--- src/rtl/regs_wport_arbiter.sv ---
// regs_wport_arbiter: merges the in-order WB stream and long-latency results
// onto the single GPR write port, and tracks pending long-latency writes.
//
// Ports:
//   clk, rst                          clock, synchronous active-high reset
//   wb_en, wb_reg, wb_data            pipeline writeback request
//   lu_issue, lu_issue_reg            long-latency issue (marks dest pending)
//   lu_issue_ready                    issue allowed (dest pending count < 3)
//   lu_valid, lu_reg, lu_data         long-latency result offer
//   lu_ready                          result queue can accept
//   rd_reg_a/b, hazard_a/b            decode sources and their hazard flags
//   RegWrite, wreg, wdata             registered register-file write port
module regs_wport_arbiter #(
  parameter int unsigned FIFO_DEPTH = 2
) (
  input  logic        clk,
  input  logic        rst,
  input  logic        wb_en,
  input  logic [4:0]  wb_reg,
  input  logic [31:0] wb_data,
  input  logic        lu_issue,
  input  logic [4:0]  lu_issue_reg,
  output logic        lu_issue_ready,
  input  logic        lu_valid,
  input  logic [4:0]  lu_reg,
  input  logic [31:0] lu_data,
  output logic        lu_ready,
  input  logic [4:0]  rd_reg_a,
  input  logic [4:0]  rd_reg_b,
  output logic        hazard_a,
  output logic        hazard_b,
  output logic        RegWrite,
  output logic [4:0]  wreg,
  output logic [31:0] wdata
);

  localparam int unsigned PTR_W = (FIFO_DEPTH > 1) ? $clog2(FIFO_DEPTH) : 1;
  localparam int unsigned CNT_W = PTR_W + 1;
  localparam int unsigned NREGS = 32;

  logic [4:0]       fifo_reg_q  [FIFO_DEPTH];
  logic [31:0]      fifo_data_q [FIFO_DEPTH];
  logic [PTR_W-1:0] rd_ptr_q, rd_ptr_d;
  logic [PTR_W-1:0] wr_ptr_q, wr_ptr_d;
  logic [CNT_W-1:0] count_q, count_d;

  logic [1:0]       pend_q [NREGS];
  logic [1:0]       pend_d [NREGS];
  logic [NREGS-1:0] inc_vec, dec_vec;

  logic        regwrite_q, regwrite_d;
  logic        src_fifo_q, src_fifo_d;
  logic [4:0]  wreg_q, wreg_d;
  logic [31:0] wdata_q, wdata_d;

  logic full, empty, wb_grant, pop, push;
  logic [4:0]  head_reg;
  logic [31:0] head_data;

  // Queue status and arbitration decisions
  assign full      = (count_q == CNT_W'(FIFO_DEPTH));
  assign empty     = (count_q == '0);
  assign wb_grant  = wb_en && (wb_reg != 5'd0);
  assign pop       = !wb_grant && !empty;
  assign push      = lu_valid && lu_ready;
  assign head_reg  = fifo_reg_q[rd_ptr_q];
  assign head_data = fifo_data_q[rd_ptr_q];

  assign lu_ready       = !full && !rst;
  assign lu_issue_ready = (pend_q[lu_issue_reg] != 2'd3);
  assign hazard_a       = (rd_reg_a != 5'd0) && (pend_q[rd_reg_a] != 2'd0);
  assign hazard_b       = (rd_reg_b != 5'd0) && (pend_q[rd_reg_b] != 2'd0);

  assign RegWrite = regwrite_q;
  assign wreg     = wreg_q;
  assign wdata    = wdata_q;

  // Write-port next state; a popped reg-0 entry burns its slot silently
  always_comb begin
    regwrite_d = 1'b0;
    src_fifo_d = 1'b0;
    wreg_d     = wreg_q;
    wdata_d    = wdata_q;
    if (wb_grant) begin
      regwrite_d = 1'b1;
      wreg_d     = wb_reg;
      wdata_d    = wb_data;
    end else if (pop && (head_reg != 5'd0)) begin
      regwrite_d = 1'b1;
      src_fifo_d = 1'b1;
      wreg_d     = head_reg;
      wdata_d    = head_data;
    end
  end

  // Queue pointers and occupancy
  always_comb begin
    rd_ptr_d = rd_ptr_q;
    wr_ptr_d = wr_ptr_q;
    count_d  = count_q;
    if (pop)  rd_ptr_d = PTR_W'(rd_ptr_q + 1'b1);
    if (push) wr_ptr_d = PTR_W'(wr_ptr_q + 1'b1);
    if (push && !pop)      count_d = CNT_W'(count_q + 1'b1);
    else if (pop && !push) count_d = CNT_W'(count_q - 1'b1);
  end

  // Pending counters: retire is the edge at which a FIFO-sourced strobe commits
  always_comb begin
    inc_vec = '0;
    dec_vec = '0;
    if (lu_issue && lu_issue_ready && (lu_issue_reg != 5'd0))
      inc_vec[lu_issue_reg] = 1'b1;
    if (regwrite_q && src_fifo_q && (pend_q[wreg_q] != 2'd0))
      dec_vec[wreg_q] = 1'b1;
    for (int i = 0; i < NREGS; i++) begin
      pend_d[i] = pend_q[i];
      if (inc_vec[i] && !dec_vec[i])      pend_d[i] = pend_q[i] + 2'd1;
      else if (dec_vec[i] && !inc_vec[i]) pend_d[i] = pend_q[i] - 2'd1;
    end
  end

  // Control state
  always_ff @(posedge clk) begin
    if (rst) begin
      regwrite_q <= 1'b0;
      src_fifo_q <= 1'b0;
      wreg_q     <= 5'd0;
      wdata_q    <= 32'd0;
      rd_ptr_q   <= '0;
      wr_ptr_q   <= '0;
      count_q    <= '0;
      for (int i = 0; i < NREGS; i++) pend_q[i] <= 2'd0;
    end else begin
      regwrite_q <= regwrite_d;
      src_fifo_q <= src_fifo_d;
      wreg_q     <= wreg_d;
      wdata_q    <= wdata_d;
      rd_ptr_q   <= rd_ptr_d;
      wr_ptr_q   <= wr_ptr_d;
      count_q    <= count_d;
      for (int i = 0; i < NREGS; i++) pend_q[i] <= pend_d[i];
    end
  end

  // Queue storage; contents are only meaningful under count_q
  always_ff @(posedge clk) begin
    if (push) begin
      fifo_reg_q[wr_ptr_q]  <= lu_reg;
      fifo_data_q[wr_ptr_q] <= lu_data;
    end
  end

endmodule

--- config.mk ---
export PLATFORM = sky130hd
export DESIGN_NAME = regs_wport_arbiter
export DESIGN_NICKNAME = d
export VERILOG_FILES = /design/src/rtl/regs_wport_arbiter.sv
export SDC_FILE = /design/constraint.sdc
export NUM_CORES = 1
export LEC_CHECK = 0
export ABC_AREA = 0
export BUFFER_PORTS_ARGS = -buffer_cell sky130_fd_sc_hd__buf_2
export CORE_ASPECT_RATIO = 0.7
export CORE_MARGIN = 2
export CORE_UTILIZATION = 35
export CTS_CLUSTER_SIZE = 14
export DETAILED_ROUTE_END_ITERATION = 8
export GPL_ROUTABILITY_DRIVEN = 0
export GPL_TIMING_DRIVEN = 0
export SYNTH_ARGS = -nofsm -noshare
export SYNTH_HDL_FRONTEND = slang
export SYNTH_SLANG_ARGS = --single-unit
--- constraint.sdc ---
create_clock -name clk -period 3.9 [get_ports clk]
set_input_delay 0 -clock clk [delete_from_list [all_inputs] [get_ports clk]]
set_output_delay 0 -clock clk [all_outputs]
set_load 0.03 [all_outputs]
==> metrics.log <==
[metrics] Worst Clk Skew: 0.01601 ns
[metrics] worst rel slew slack: 13.74%
[metrics] mapped cell area: 0.009717 mm2
[metrics] DRT antenna net count: 0
[metrics] post-route total power: 5618 uW
[metrics] setup repair bufs after CTS: 0
[metrics] flop and latch count out of synthesis: 187
[metrics] chip height: 143.4 um
[metrics] LEAKAGE: 0.004856 uW
[metrics] detail-routed via count per cell: 5.393
[metrics] post-place setup slack: 0.7592 ns
[metrics] Synth warnings: 0
[metrics] grt total ovfl: 0
[metrics] Max Fclk: 304.8 MHz
[metrics] final hold slack: 0.04853 ns
[metrics] post-cts gate resize count: 0
[metrics] Synth Net Count: 1,075
[metrics] number of buffers inserted by port buffering: 128
[metrics] data required time at the worst endpoint: 4.28 ns
[metrics] CP Capture Type: register
[metrics] RSZ-0062 raised after global routing: false
[metrics] max cap viols: 0
[metrics] Yosys cell types: 57
[metrics] TritonRoute pass-1 iters: 6
[metrics] total routing resource utilization after global routing: 20.00%
[metrics] share of the yosys chip area belonging to registers: 46.15%
[metrics] part of the cycle the worst path needs: 84.11%
[metrics] maximum net fanout on the critical path: 10
[metrics] Core Util, Final: 45.11%
[metrics] Post-synth top flop: sky130_fd_sc_hd__dfxtp_1
[metrics] class of the most critical hold timing path: in -> reg
[metrics] num rows: 50
[metrics] total cell area at the placement stage: 0.01086 mm2
[metrics] Avg Synthesized Cell Area: 10.25 um2
[metrics] clock tree from TritonCTS: done
[metrics] outcome: finished, final reports clean
[metrics] area fraction of the dominant cell type after synthesis: 23.28%
[metrics] TritonCTS Buffers: 17
[metrics] main area contributors after synthesis: sky130_fd_sc_hd__dfxtp_1, sky130_fd_sc_hd__edfxtp_1, sky130_fd_sc_hd__mux2i_1, sky130_fd_sc_hd__xor2_1, sky130_fd_sc_hd__mux2_2
[metrics] drt drc: 0
[metrics] gate count of the mapped netlist: 948
[metrics] number of clock sinks: 187
[metrics] final HPWL from detailed placement: 21,230 um
[metrics] detailed router's first-iteration violation count: 708
[metrics] overall routed net length: 28,600 um
[metrics] Floorplan Core Area: 0.02703 mm2
[metrics] Critical Path Start Type: register
[metrics] die span in x: 203.2 um
[metrics] area delta synth->final: 25.46%
[metrics] initial core utilization: 35.95%
[metrics] number of buffers inserted for hold repair after clock tree synthesis: 75
[metrics] arrival time reported for the critical path endpoint: 3.66 ns
[metrics] minimum clock period after layout: 3.280 ns
[metrics] asr flop ratio synth: 0%
[metrics] post-CTS clock slew at the launch and capture registers of the worst setup and hold paths: 0.08 ns
[metrics] number of nets at the end of the flow: 1,299
[metrics] EDFF count, synth: 74
[metrics] transition time at the pin with the least slew margin: 1.291 ns
[metrics] number of setup violations in the final report: 0
[metrics] layout cell share with drive strength beyond 1: 21.18%
[metrics] class of the most critical setup path: reg -> reg
[metrics] power density cells: 460.8 mW/mm2
[metrics] worst setup margin: 0.6196 ns
[metrics] wire length of the first global-routing pass: 44,640 um
[metrics] number of antenna violations at the first check in global routing: 1
[metrics] pin count of the biggest net entering global routing: 36
[metrics] library cell with the largest summed area after synthesis: sky130_fd_sc_hd__dfxtp_1
[metrics] detailed-route wire length per cell: 18.45 um
[metrics] IO Count: 136
[metrics] Final Instance Area: 0.01219 mm2
[metrics] Max Transition Viols Final: 0
[metrics] via count of the first global-routing pass: 7,890
[metrics] final hold vios: 0
[metrics] maximum vdd drop: 0.0003199 V
[metrics] Vias: 8,359
[metrics] number of buffers on the longest clock path: 2
[metrics] CTS Root Buffer Type: sky130_fd_sc_hd__clkbuf_16
[metrics] area of the die: 0.02913 mm2
[metrics] H-Tree Depth: 4
[metrics] clock latency at the later pin of the worst-skew pair: 0.45 ns
## cell families (layout without fill, tap and decap cells)
group	count (synthesis)	count (layout)	synth area share (%)
simple gates	258	258	13.64
buf+inv	72	309	3.464
mux	113	113	13.02
fa+ha+maj	33	33	4.249
xor+xnor	68	68	6.129
flops	187	187	46.15
compound gates	216	216	13.31
other cells	1	2	0.03859
## where the power goes
| group | switching (uW) | leakage [uW] | internal (uW) | total, uW |
|---|---|---|---|---|
| Combinational | 940 | 0.00298 | 649 | 1590 |
| Sequential | 107 | 0.00160 | 2220 | 2330 |
| Clock | 845 | 0.000280 | 852 | 1700 |
## flip-flops by register name, indices dropped and copies added (netlist names), named ones only
register and count:
RegWrite 1, count_q 2, fifo_data_q 64, fifo_reg_q 10
pend_q 64, rd_ptr_q 1, src_fifo_q 1, wdata 32
wr_ptr_q 1, wreg 5
## layout make-up
class	instances	area [um2]
sequential	187	4484
inverter	7	26.28
timing repair buffer	205	1431
multi-input combinational	689	4905
tap	364	455.4
antenna	1	2.502
clock buffer	17	425.4
fill	2595	14840
buffer	65	310.3
clock inverter	15	150.1
## per-stage QoR
stage          setup TNS, ns  cells
4_1_cts                    0   1549
5_1_grt                    0   1550
3_5_place_dp               0   1442
2_1_floorplan              0    948
3_3_place_gp          -2.607   1440
6_report                   0   1550
## cell usage after synthesis (all sizes together) (33+ instances only)
| cell | instances |
|---|---|
| nor2 | 71 |
| edfxtp | 74 |
| o211ai | 37 |
| mux2i | 69 |
| or3 | 35 |
| a21oi | 55 |
| buf | 36 |
| nor3 | 54 |
| nand2 | 48 |
| mux2 | 37 |
| o21ai | 80 |
| dfxtp | 113 |
| xor2 | 68 |
| ha | 33 |
## cell usage in the layout (no fill, tap or decap), drive strengths merged, types with 48 or more instances in the layout
cell type,Yosys,routed
buf,36,166
dfxtp,113,113
o21ai,80,80
dlygate4sd3,0,75
edfxtp,74,74
nor2,71,71
mux2i,69,69
xor2,68,68
a21oi,55,55
nor3,54,54
nand2,48,48
## path summary, 6_finish.rpt
check	from	end	slack (ns)	cells past startpoint
worst max-delay path	register	pend_q[20][1]	0.62	11
worst min-delay path	wb_en	RegWrite	0.05	3
worst max register to register	register	pend_q[20][1]	0.62	11
worst min register to register	pend_q[14][1]	pend_q[14][1]	0.51	2
## routing by layer
layer | global-route usage (%) | vias to the layer above | part of all wire (%)
li1 | - | 3974 | -
met1 | 29.11 | 4048 | 48
met2 | 29.51 | 306 | 42
met3 | 4.921 | 31 | 8.3
met4 | 5.148 | 0 | 1.3
met5 | 0 | - | 0
## critical path, cell delays in order (launching register included)
cell,delay (ns)
sky130_fd_sc_hd__dfxtp_1,0.31
sky130_fd_sc_hd__buf_2,0.23
sky130_fd_sc_hd__clkbuf_1,0.41
sky130_fd_sc_hd__nor3_1,0.08
sky130_fd_sc_hd__a21oi_1,0.13
sky130_fd_sc_hd__o21ai_0,0.09
sky130_fd_sc_hd__a41oi_1,0.44
sky130_fd_sc_hd__buf_2,0.34
sky130_fd_sc_hd__o211ai_1,0.22
sky130_fd_sc_hd__ha_1,0.45
sky130_fd_sc_hd__or3_1,0.38
sky130_fd_sc_hd__a21oi_1,0.14
(Power assumes the default switching activity.)
